$ cat src/rtl/product_digit_scroller.sv
// product_digit_scroller
//
// Turns the 15-bit product magnitude into five registered BCD digits and
// exposes a three-digit window over them. The window is moved one digit at a
// time by the left/right buttons, which are sampled only on divider ticks.
//
// Parameters:
//   DIV_COUNT     sys_clk cycles per tick (>= 2)
//
// Ports:
//   sys_clk       system clock, rising edge
//   rst_n         synchronous active-low reset
//   product       unsigned product magnitude, 0..32767
//   btn_right     debounced right-button level (window towards units)
//   btn_left      debounced left-button level (window towards ten-thousands)
//   tick          one-cycle pulse every DIV_COUNT cycles, display refresh enable
//   bcd           registered BCD of product, [19:16] ten-thousands .. [3:0] units
//   left_digit    most significant digit of the window
//   middle_digit  centre digit of the window
//   right_digit   least significant digit of the window
//   sa/sb/sc      one-hot window position: digits 4..2 / 3..1 / 2..0
//
// Build option:
//   SCROLL_WRAP_EN  when defined the window wraps at both ends instead of
//                   saturating.

module product_digit_scroller #(
    parameter int unsigned DIV_COUNT = 250000
) (
    input  logic        sys_clk,
    input  logic        rst_n,
    input  logic [14:0] product,
    input  logic        btn_right,
    input  logic        btn_left,
    output logic        tick,
    output logic [19:0] bcd,
    output logic [3:0]  left_digit,
    output logic [3:0]  middle_digit,
    output logic [3:0]  right_digit,
    output logic        sa,
    output logic        sb,
    output logic        sc
);

    localparam int unsigned CntW = $clog2(DIV_COUNT);
    localparam logic [CntW-1:0] CntMax = CntW'(DIV_COUNT - 1);

    typedef enum logic [1:0] {
        Pos0 = 2'd0,
        Pos1 = 2'd1,
        Pos2 = 2'd2
    } pos_e;

    // ------------------------------------------------------------------
    // Tick divider
    // ------------------------------------------------------------------
    logic [CntW-1:0] cnt_q, cnt_d;

    always_comb begin
        tick  = (cnt_q == CntMax);
        cnt_d = tick ? '0 : cnt_q + 1'b1;
    end

    always_ff @(posedge sys_clk) begin
        if (!rst_n) begin
            cnt_q <= '0;
        end else begin
            cnt_q <= cnt_d;
        end
    end

    // ------------------------------------------------------------------
    // Binary to BCD (shift-add-3)
    // ------------------------------------------------------------------
    function automatic logic [19:0] bin_to_bcd(input logic [14:0] bin);
        logic [19:0] acc;
        acc = '0;
        for (int i = 14; i >= 0; i--) begin
            // Any nibble >= 5 would overflow past 9 when doubled; pre-add 3.
            for (int n = 0; n < 5; n++) begin
                if (acc[4*n +: 4] >= 4'd5) begin
                    acc[4*n +: 4] = acc[4*n +: 4] + 4'd3;
                end
            end
            acc = {acc[18:0], bin[i]};
        end
        return acc;
    endfunction

    logic [19:0] bcd_q, bcd_d;

    always_comb begin
        bcd_d = bin_to_bcd(product);
    end

    always_ff @(posedge sys_clk) begin
        if (!rst_n) begin
            bcd_q <= '0;
        end else begin
            bcd_q <= bcd_d;
        end
    end

    assign bcd = bcd_q;

    // ------------------------------------------------------------------
    // Button sampling on ticks
    // ------------------------------------------------------------------
    logic btn_left_q, btn_right_q;
    logic press_left, press_right;

    always_ff @(posedge sys_clk) begin
        if (!rst_n) begin
            btn_left_q  <= 1'b0;
            btn_right_q <= 1'b0;
        end else if (tick) begin
            btn_left_q  <= btn_left;
            btn_right_q <= btn_right;
        end
    end

    // A press is a 0 -> 1 change between two consecutive tick samples.
    always_comb begin
        press_left  = tick & btn_left  & ~btn_left_q;
        press_right = tick & btn_right & ~btn_right_q;
    end

    // ------------------------------------------------------------------
    // Scroll position
    // ------------------------------------------------------------------
    pos_e pos_q, pos_d;

    always_comb begin
        pos_d = pos_q;
        if (press_left && !press_right) begin
            case (pos_q)
                Pos0:    pos_d = Pos1;
                Pos1:    pos_d = Pos2;
`ifdef SCROLL_WRAP_EN
                Pos2:    pos_d = Pos0;
`else
                Pos2:    pos_d = Pos2;
`endif
                default: pos_d = Pos0;
            endcase
        end else if (press_right && !press_left) begin
            case (pos_q)
`ifdef SCROLL_WRAP_EN
                Pos0:    pos_d = Pos2;
`else
                Pos0:    pos_d = Pos0;
`endif
                Pos1:    pos_d = Pos0;
                Pos2:    pos_d = Pos1;
                default: pos_d = Pos0;
            endcase
        end
    end

    always_ff @(posedge sys_clk) begin
        if (!rst_n) begin
            pos_q <= Pos0;
        end else begin
            pos_q <= pos_d;
        end
    end

    // ------------------------------------------------------------------
    // Window and indicators
    // ------------------------------------------------------------------
    always_comb begin
        left_digit   = bcd_q[11:8];
        middle_digit = bcd_q[7:4];
        right_digit  = bcd_q[3:0];
        sa           = 1'b0;
        sb           = 1'b0;
        sc           = 1'b1;
        case (pos_q)
            Pos1: begin
                left_digit   = bcd_q[15:12];
                middle_digit = bcd_q[11:8];
                right_digit  = bcd_q[7:4];
                sb           = 1'b1;
                sc           = 1'b0;
            end
            Pos2: begin
                left_digit   = bcd_q[19:16];
                middle_digit = bcd_q[15:12];
                right_digit  = bcd_q[11:8];
                sa           = 1'b1;
                sc           = 1'b0;
            end
            default: begin
                left_digit   = bcd_q[11:8];
                middle_digit = bcd_q[7:4];
                right_digit  = bcd_q[3:0];
            end
        endcase
    end

endmodule

$ cat config.mk
export PLATFORM = sky130hd
export DESIGN_NAME = product_digit_scroller
export DESIGN_NICKNAME = d
export VERILOG_FILES = /design/src/rtl/product_digit_scroller.sv
export SDC_FILE = /design/constraint.sdc
export NUM_CORES = 1
export LEC_CHECK = 0
export ABC_AREA = 1
export CAP_MARGIN = 15
export CORE_MARGIN = 10
export CORE_UTILIZATION = 44
export CTS_BUF_LIST = sky130_fd_sc_hd__clkbuf_4
export DETAILED_ROUTE_END_ITERATION = 6
export PLACE_DENSITY = 0.77
export SLEW_MARGIN = 20
export SYNTH_ARGS = -nofsm -noshare
export SYNTH_HDL_FRONTEND = slang
export SYNTH_SLANG_ARGS = --single-unit
$ cat constraint.sdc
create_clock -name sys_clk -period 15.2 [get_ports sys_clk]
set_input_delay 1.52 -clock sys_clk [delete_from_list [all_inputs] [get_ports sys_clk]]
set_output_delay 1.52 -clock sys_clk [all_outputs]
set_load 0.1 [all_outputs]
==> impl_metrics.env, run 1 <==
export IMPL_status="complete, no violations"
export IMPL_die_x_um=125
export IMPL_initial_utilization=0.446
export IMPL_grt_pass1_wl_um=16600
export IMPL_cts_buffers=5
export IMPL_cpPeakStageDelay_ns=0.47
export IMPL_synth_top_area_share=0.170
export IMPL_final_max_slew_viol_count=0
export IMPL_ys_top_cells_by_count="nand2_1, inv_1, nand2_2, nand3_1, a21oi_1"
export IMPL_fmax_ghz=0.114
export IMPL_slowest_stage="clkdlybuf4s50_1"
export IMPL_finalHoldViolations=0
export IMPL_drt_iter0_markers=230
export IMPL_cts_root_buffer="clkbuf_4"
export IMPL_grt_overflow=0
export IMPL_ios=55
export IMPL_die_h_um=125
export IMPL_ys_flop_type="dfxtp_1"
export IMPL_finalCritPeriodShare=0.576
export IMPL_synth_fp_nets=837
export IMPL_clock_sinks=41
export IMPL_rows=38
export IMPL_setup_viol=0
export IMPL_ys_ff_latch=41
export IMPL_fin_nets=889
export IMPL_drc=0
export IMPL_fin_skew_ns=0.0221
export IMPL_firstDrtPassIters=4
export IMPL_cts_resized=0
export IMPL_cpMostUsedCell="nand2_1"
export IMPL_vias_per_cell=4.76
export IMPL_required_ns=15.38
export IMPL_fin_util=0.513
export IMPL_synth_distinct_cells=44
export IMPL_tightest_slew_ns=0.999
export IMPL_seqCellArea_um2=821
export IMPL_stdcell_count=984
export IMPL_grt_max_degree=20
export IMPL_dieArea_um2=15500
export IMPL_place_area_um2=5490
export IMPL_grt_pass1_vias=4120
export IMPL_cts_htree_levels=2
export IMPL_ys_seq_area_frac=0.170
export IMPL_setup_tns_ns=0
export IMPL_wl_per_cell_um=9.51
export IMPL_syn_area_um2=4810
export IMPL_start_kind="primary input"
export IMPL_dpl_hpwl_um=8110
export IMPL_core_area_um2=10800
export IMPL_cts_tree="yes"
export IMPL_vias=4680
export IMPL_holdBufCountCts=0
export IMPL_fin_area_um2=5530
export IMPL_cp_arrival_ns=8.94
export IMPL_antenna_cells=0
export IMPL_synthArstFlopShare=0
export IMPL_ant_nets=0
export IMPL_hp_class="reg2reg"
export IMPL_fillers=1109
export IMPL_area_growth_pct=14.9
export IMPL_yosysMostFrequentCell="nand2_1"
export IMPL_antenna_found_initial=0
export IMPL_clk_pin_slew_ns=0.12
export IMPL_critPathKind="in2reg"
export IMPL_drv_cap=0
export IMPL_rsz0062_at_grt="false"
export IMPL_gp_congestion=0.831
export IMPL_drive_above_1_share=0.206
export IMPL_clockBufferDepth=2
export IMPL_wl_um=9360
export IMPL_syn_avg_cell_area_um2=6.08
export IMPL_multi_input_area_um2=3450
export IMPL_io_buffers=53
export IMPL_fin_crit_ns=8.75
export IMPL_grt_total_usage=0.115
export IMPL_yosys_warnings=0
export IMPL_synth_largest_area_cell="dfxtp_1"
export IMPL_cts_setup_buffers=0
export IMPL_place_inst=977
export IMPL_synth_edf_count=0
export IMPL_max_slew_margin_rel=0.332
export IMPL_yosys_top_cells_area="dfxtp_1, nand2_1, nand2_2"
export IMPL_syn_instance_count=792
export IMPL_clock_latency_ns=0.33
export IMPL_path_max_fanout=5
export IMPL_setup_worst_path_end_class="register"
cell usage in the layout (no fill, tap or decap), drive strengths merged, types with 2 or more instances in the layout:
cell type / n
a211oi: 2
a21oi: 48
clkbuf: 5
clkdlybuf4s50: 53
clkinv: 4
dfxtp: 41
ha: 26
inv: 132
nand2: 308
nand3: 104
nand3b: 4
nand4: 18
nor2: 38
nor3: 9
nor3b: 5
nor4: 2
o211ai: 3
o21ai: 20
o21bai: 2
or2: 2
xor2: 9
state kept, by name, summed over array words and instances, names as in the netlist:
signal	cells
bcd	19
btn_left_q	1
btn_right_q	1
cnt_q	18
pos_q	2
routing by layer:
layer | vias to the layer above | track usage | wire, µm
met5 | - | 0 | 0
met4 | 0 | 0.0199 | 19
met3 | 2 | 0.0196 | 431
met2 | 75 | 0.198 | 4150
met1 | 1978 | 0.149 | 4760
li1 | 2625 | - | -
per-stage QoR:
step / hold slack [ns] / setup WS [ns]
final: 0.459 / 6.45
after global routing: 0.484 / 5.69
after CTS: 0.461 / 6.44
after detailed placement: 0.443 / 6.11
after global placement: 0.433 / 6.35
after floorplan: 0.418 / 7.35
kinds of logic after synthesis:
| family | after synthesis | synth area share |
|---|---|---|
| compound gates | 78 | 0.0943 |
| xor+xnor | 9 | 0.0164 |
| fa+ha+maj | 26 | 0.0676 |
| buf+inv | 143 | 0.113 |
| flops | 41 | 0.170 |
| mux | 1 | 0.00234 |
| other cells | 1 | 0.000779 |
| simple gates | 493 | 0.535 |
critical path, delay by kind of cell:
| kind | cells | cell delay, ns |
|---|---|---|
| and+or+nand+nor | 45 | 4.58 |
| buffers and inverters | 10 | 0.98 |
| adders and majority gates | 9 | 1.73 |
| AOI/OAI and AO/OA | 2 | 0.13 |
layout make-up:
type	instances	share of cell area
flip-flops and latches	41	0.148
clock buffers	5	0.00678
repair buffers	53	0.0959
well taps	140	0.0317
clock inverters	2	0.00203
inverters	135	0.0918
multi-input cells	608	0.624
path summary, 6_finish.rpt:
check                   start  endpoint  slack, ns  depth (start not counted)
setup / recovery  product[13]    bcd[5]       6.45                         66
hold / removal       cnt_q[0]  cnt_q[0]       0.46                          1
setup reg to reg     cnt_q[0]  pos_q[0]      12.97                         13
hold reg to reg      cnt_q[0]  cnt_q[0]       0.46                          1
Power of run 1 is not shown: default switching activity piles up to over one toggle a cycle in this logic, so the estimate is an artifact.
==> run 2, diff against run 1 <==
- clock period: 15.2 -> 8.8 ns (I/O delays scaled with it)
==> run 2 against run 1 <==
  * Hold slack better by 0.0044 ns
  * Sequential share of layout area down 0.10 points
  * Core utilization up 0.36 points
  * Critical path depth up 2
  * Clock skew about the same
  * Non-clock buffer count up 3
  * Cell count up 0.30%
  * Global-route usage up 0.16 points
  * Largest cell class unchanged
  * Highest routed layer unchanged
  * Routed wire length about the same
  * Setup slack worse by 5.6 ns
  * Critical endpoint is now bcd[6]
==> impl_metrics.env, run 2 (same netlist as run 1, synthesis figures left out) <==
export IMPL_finalCritPeriodShare=0.903
export IMPL_grt_pass1_vias=4169
export IMPL_rows=38
export IMPL_hold_path_depth=1
export IMPL_fmax_ghz=0.126
export IMPL_fillers=1101
export IMPL_grt_overflow=0
export IMPL_critPathKind="in2reg"
export IMPL_cts_buffers=5
export IMPL_vias_per_cell=4.77
export IMPL_dieArea_um2=15500
export IMPL_clock_latency_ns=0.34
export IMPL_finalHoldViolations=0
export IMPL_wl_per_cell_um=9.48
export IMPL_initial_utilization=0.446
export IMPL_firstDrtPassIters=4
export IMPL_worst_hold_slack_ns=0.463
export IMPL_io_buffers=53
export IMPL_cts_tree="yes"
export IMPL_largest_reg_flops=19
export IMPL_antenna_found_initial=0
export IMPL_mostFrequentLayoutCell="nand2_1"
export IMPL_area_growth_pct=15.7
export IMPL_status="complete, no violations"
export IMPL_max_slew_margin_rel=0.332
export IMPL_core_area_um2=10800
export IMPL_fin_crit_ns=7.95
export IMPL_hp_class="reg2reg"
export IMPL_tightest_slew_ns=0.999
export IMPL_path_buf_inv=10
export IMPL_final_max_slew_viol_count=0
export IMPL_layout_common_cells="nand2_1, inv_1, nand2_2"
export IMPL_fin_nets=892
export IMPL_grt_pass1_wl_um=16900
export IMPL_antenna_cells=0
export IMPL_clk_pin_slew_ns=0.12
export IMPL_setup_tns_ns=0
export IMPL_die_x_um=125
export IMPL_clock_sinks=41
export IMPL_setup_worst_path_end_class="register"
export IMPL_multi_input_area_um2=3470
export IMPL_crit_family="simple AND/OR/NAND/NOR gates"
export IMPL_fin_area_um2=5570
export IMPL_slowest_stage="clkdlybuf4s50_1"
export IMPL_drive_above_1_share=0.214
export IMPL_seqCellArea_um2=821
export IMPL_fin_skew_ns=0.0225
export IMPL_grt_total_usage=0.117
export IMPL_path_max_fanout=5
export IMPL_rsz0062_at_grt="false"
export IMPL_cpMostUsedCell="nand2_1"
export IMPL_cts_htree_levels=2
export IMPL_crit_cells=68
export IMPL_die_h_um=125
export IMPL_wl_um=9360
export IMPL_cpPeakStageDelay_ns=0.47
export IMPL_r2r_worst_path_cells=13
export IMPL_grt_max_degree=20
export IMPL_drt_iter0_markers=186
export IMPL_setup_viol=0
export IMPL_dpl_hpwl_um=8070
export IMPL_ios=55
export IMPL_cp_arrival_ns=8.14
export IMPL_drv_cap=0
export IMPL_gp_congestion=0.833
export IMPL_cts_root_buffer="clkbuf_4"
export IMPL_clockBufferDepth=2
export IMPL_drc=0
export IMPL_place_area_um2=5490
export IMPL_required_ns=8.99
export IMPL_start_kind="primary input"
export IMPL_ant_nets=0
export IMPL_vias=4712
## run 2: cell types whose count changed in the layout (fill, tap and decap cells not counted), sizes merged
cell  before  now
buf        0    3
## run 2: path summary, 6_finish.rpt
| kind | startpoint | endpoint | slack [ns] |
|---|---|---|---|
| worst max-delay path | product[13] | bcd[6] | 0.85 |
| worst min-delay path | cnt_q[0] | cnt_q[0] | 0.46 |
| worst max register to register | cnt_q[0] | pos_q[0] | 6.55 |
| worst min register to register | cnt_q[0] | cnt_q[0] | 0.46 |
## run 2: repair_timing
item | CTS | global route
setup buffers | 0 | 3
hold buffers | 0 | 0
endpoints found under the setup margin | 0 | 8
gates resized for setup | 0 | 4
hold endpoints to repair | 0 | 0
## run 2: layout make-up
type	instances	share of cell area
Clock buffer	5	0.00674
Clock inverter	2	0.00202
Inverter	135	0.0912
Multi-Input combinational cell	608	0.622
Sequential cell	41	0.147
Tap cell	140	0.0314
Timing Repair Buffer	56	0.0992
## run 2: per-stage QoR
stage / instances / util / setup WS [ns]
after floorplan: 792 / - / 1.59
after global placement: 977 / 0.508 / 0.591
after detailed placement: 977 / 0.508 / 0.357
after CTS: 984 / 0.513 / 0.704
after global routing: 987 / 0.516 / 0.00364
final: 987 / 0.516 / 0.853
## run 2: routing by layer
layer | wire length, µm | GRT usage | share of wire
met5 | 0 | 0 | 0
met4 | 58 | 0.0240 | 0.0062
met3 | 334 | 0.0162 | 0.036
met2 | 4160 | 0.201 | 0.44
met1 | 4800 | 0.151 | 0.51
Power of run 2 is left out for the same reason.
==> run 3, diff against run 2 <==
- CTS_BUF_LIST: sky130_fd_sc_hd__clkbuf_4 -> sky130_fd_sc_hd__clkbuf_8
==> run 3 against run 2 <==
  * Clock skew decreased by 0.0094 ns
  * Cell count increased by 0.10%
  * Die area unchanged
  * Final area increased by 0.97%
  * Core utilization increased by 0.50 points
  * Sequential cell count unchanged
  * Via count increased by 0.45%
  * First-iteration DRC count decreased by 1.1%
  * Critical path depth unchanged
  * Register-to-register slack improved by 0.02 ns
==> impl_metrics.env, run 3 (same netlist as run 1, synthesis figures left out) <==
export IMPL_grt_pass1_wl_um=16900
export IMPL_vias=4733
export IMPL_fin_skew_ns=0.0131
export IMPL_reg2reg_slack_ns=6.57
export IMPL_antenna_cells=0
export IMPL_required_ns=8.95
export IMPL_cpMostUsedCell="nand2_1"
export IMPL_cts_tree="yes"
export IMPL_grt_total_usage=0.117
export IMPL_r2r_end="pos_q[0]"
export IMPL_grt_pass1_vias=4165
export IMPL_firstDrtPassIters=5
export IMPL_wl_per_cell_um=9.52
export IMPL_cts_htree_levels=2
export IMPL_setup_tns_ns=0
export IMPL_ios=55
export IMPL_die_h_um=125
export IMPL_dieArea_um2=15500
export IMPL_clockBufferDepth=2
export IMPL_die_x_um=125
export IMPL_drive_above_1_share=0.217
export IMPL_start_kind="primary input"
export IMPL_hp_class="reg2reg"
export IMPL_setup_worst_path_end_class="register"
export IMPL_layout_common_cells="nand2_1, inv_1, nand2_2"
export IMPL_crit_end="bcd[6]"
export IMPL_status="complete, no violations"
export IMPL_final_max_slew_viol_count=0
export IMPL_initial_utilization=0.446
export IMPL_fillers=1095
export IMPL_gp_congestion=0.833
export IMPL_finalHoldViolations=0
export IMPL_grt_max_degree=20
export IMPL_slowest_stage="clkdlybuf4s50_1"
export IMPL_ant_nets=0
export IMPL_holdBufCountCts=0
export IMPL_fin_crit_ns=7.95
export IMPL_cts_buffers=5
export IMPL_cts_root_buffer="clkbuf_8"
export IMPL_grt_overflow=0
export IMPL_path_max_fanout=5
export IMPL_dpl_hpwl_um=8070
export IMPL_fin_nets=893
export IMPL_fmax_ghz=0.126
export IMPL_rsz0062_at_grt="false"
export IMPL_drt_iter0_markers=184
export IMPL_io_buffers=53
export IMPL_mostFrequentLayoutCell="nand2_1"
export IMPL_cpPeakStageDelay_ns=0.47
export IMPL_drv_cap=0
export IMPL_worstSetupStartpoint="product[13]"
export IMPL_clock_latency_ns=0.29
export IMPL_finalCritPeriodShare=0.903
export IMPL_finalWorstSetupSlack_ns=0.851
export IMPL_core_area_um2=10800
export IMPL_setup_viol=0
export IMPL_clk_pin_slew_ns=0.08
export IMPL_tightest_slew_ns=0.999
export IMPL_max_slew_margin_rel=0.332
export IMPL_r2r_worst_path_cells=13
export IMPL_cp_arrival_ns=8.10
export IMPL_r2r_start="cnt_q[0]"
export IMPL_place_ws_ns=0.357
export IMPL_largest_reg_flops=19
export IMPL_drc=0
export IMPL_vias_per_cell=4.79
export IMPL_antenna_found_initial=0
export IMPL_clock_sinks=41
export IMPL_critPathKind="in2reg"
export IMPL_area_growth_pct=16.9
export IMPL_rows=38
export IMPL_wl_um=9400
-- run 3: changes by cell type in the layout (fill, tap and decap cells not counted) --
cell,delta
clkbuf_8,+6
clkbuf_4,-5
buf_4,+1
clkinv_1,-1
nand3_1,-1
nand3_2,+1
-- run 3: worst min-delay path by stage --
stage	slack, ns	depth (start not counted)	end	startpoint
after global routing	0.49	1	cnt_q[0]	cnt_q[0]
after CTS	0.46	1	cnt_q[0]	cnt_q[0]
after floorplan	0.42	1	cnt_q[0]	cnt_q[0]
final	0.45	1	cnt_q[0]	cnt_q[0]
after detailed placement	0.44	1	cnt_q[0]	cnt_q[0]
after global placement	0.43	1	cnt_q[0]	cnt_q[0]
-- run 3: per-stage QoR --
stage                     area [µm²]  hold slack, ns  std cells   util
final                           5630           0.454        988  0.521
after global routing            5630           0.488        988  0.521
after CTS                       5580           0.458        984  0.517
after detailed placement        5490           0.440        977  0.508
after global placement          5490           0.431        977  0.508
after floorplan                 4810           0.418        792      -
-- run 3: layout make-up --
type	instances	area, µm²	area share
Multi-Input combinational cell	608	3470	0.617
Sequential cell	41	821	0.146
Timing Repair Buffer	57	561	0.0996
Inverter	135	508	0.0903
Tap cell	140	175	0.0311
Clock buffer	6	82.6	0.0147
Clock inverter	1	7.51	0.00133
-- run 3: layer usage --
metal / vias to the layer above / share of wire / global-route usage
met5: - / 0 / 0
met1: 2020 / 0.51 / 0.152
li1: 2635 / - / -
met4: 0 / 0.0074 / 0.0233
met3: 8 / 0.039 / 0.0187
met2: 70 / 0.44 / 0.200
-- run 3: repair_timing --
item / in CTS / in global routing
setup buffers: 0 / 4
endpoints found under the setup margin: 0 / 8
gates resized for setup: 0 / 5
endpoints found under the hold margin: 0 / 0
-- run 3: worst max-delay path, delay by kind of cell --
kind | cells | cell delay [ns]
AO/OA/AOI/OAI | 2 | 0.14
AND/OR/NAND/NOR | 47 | 4.43
adder cells (fa/ha/maj) | 9 | 1.67
buffers and inverters | 10 | 0.95
Power of run 3 is left out for the same reason.
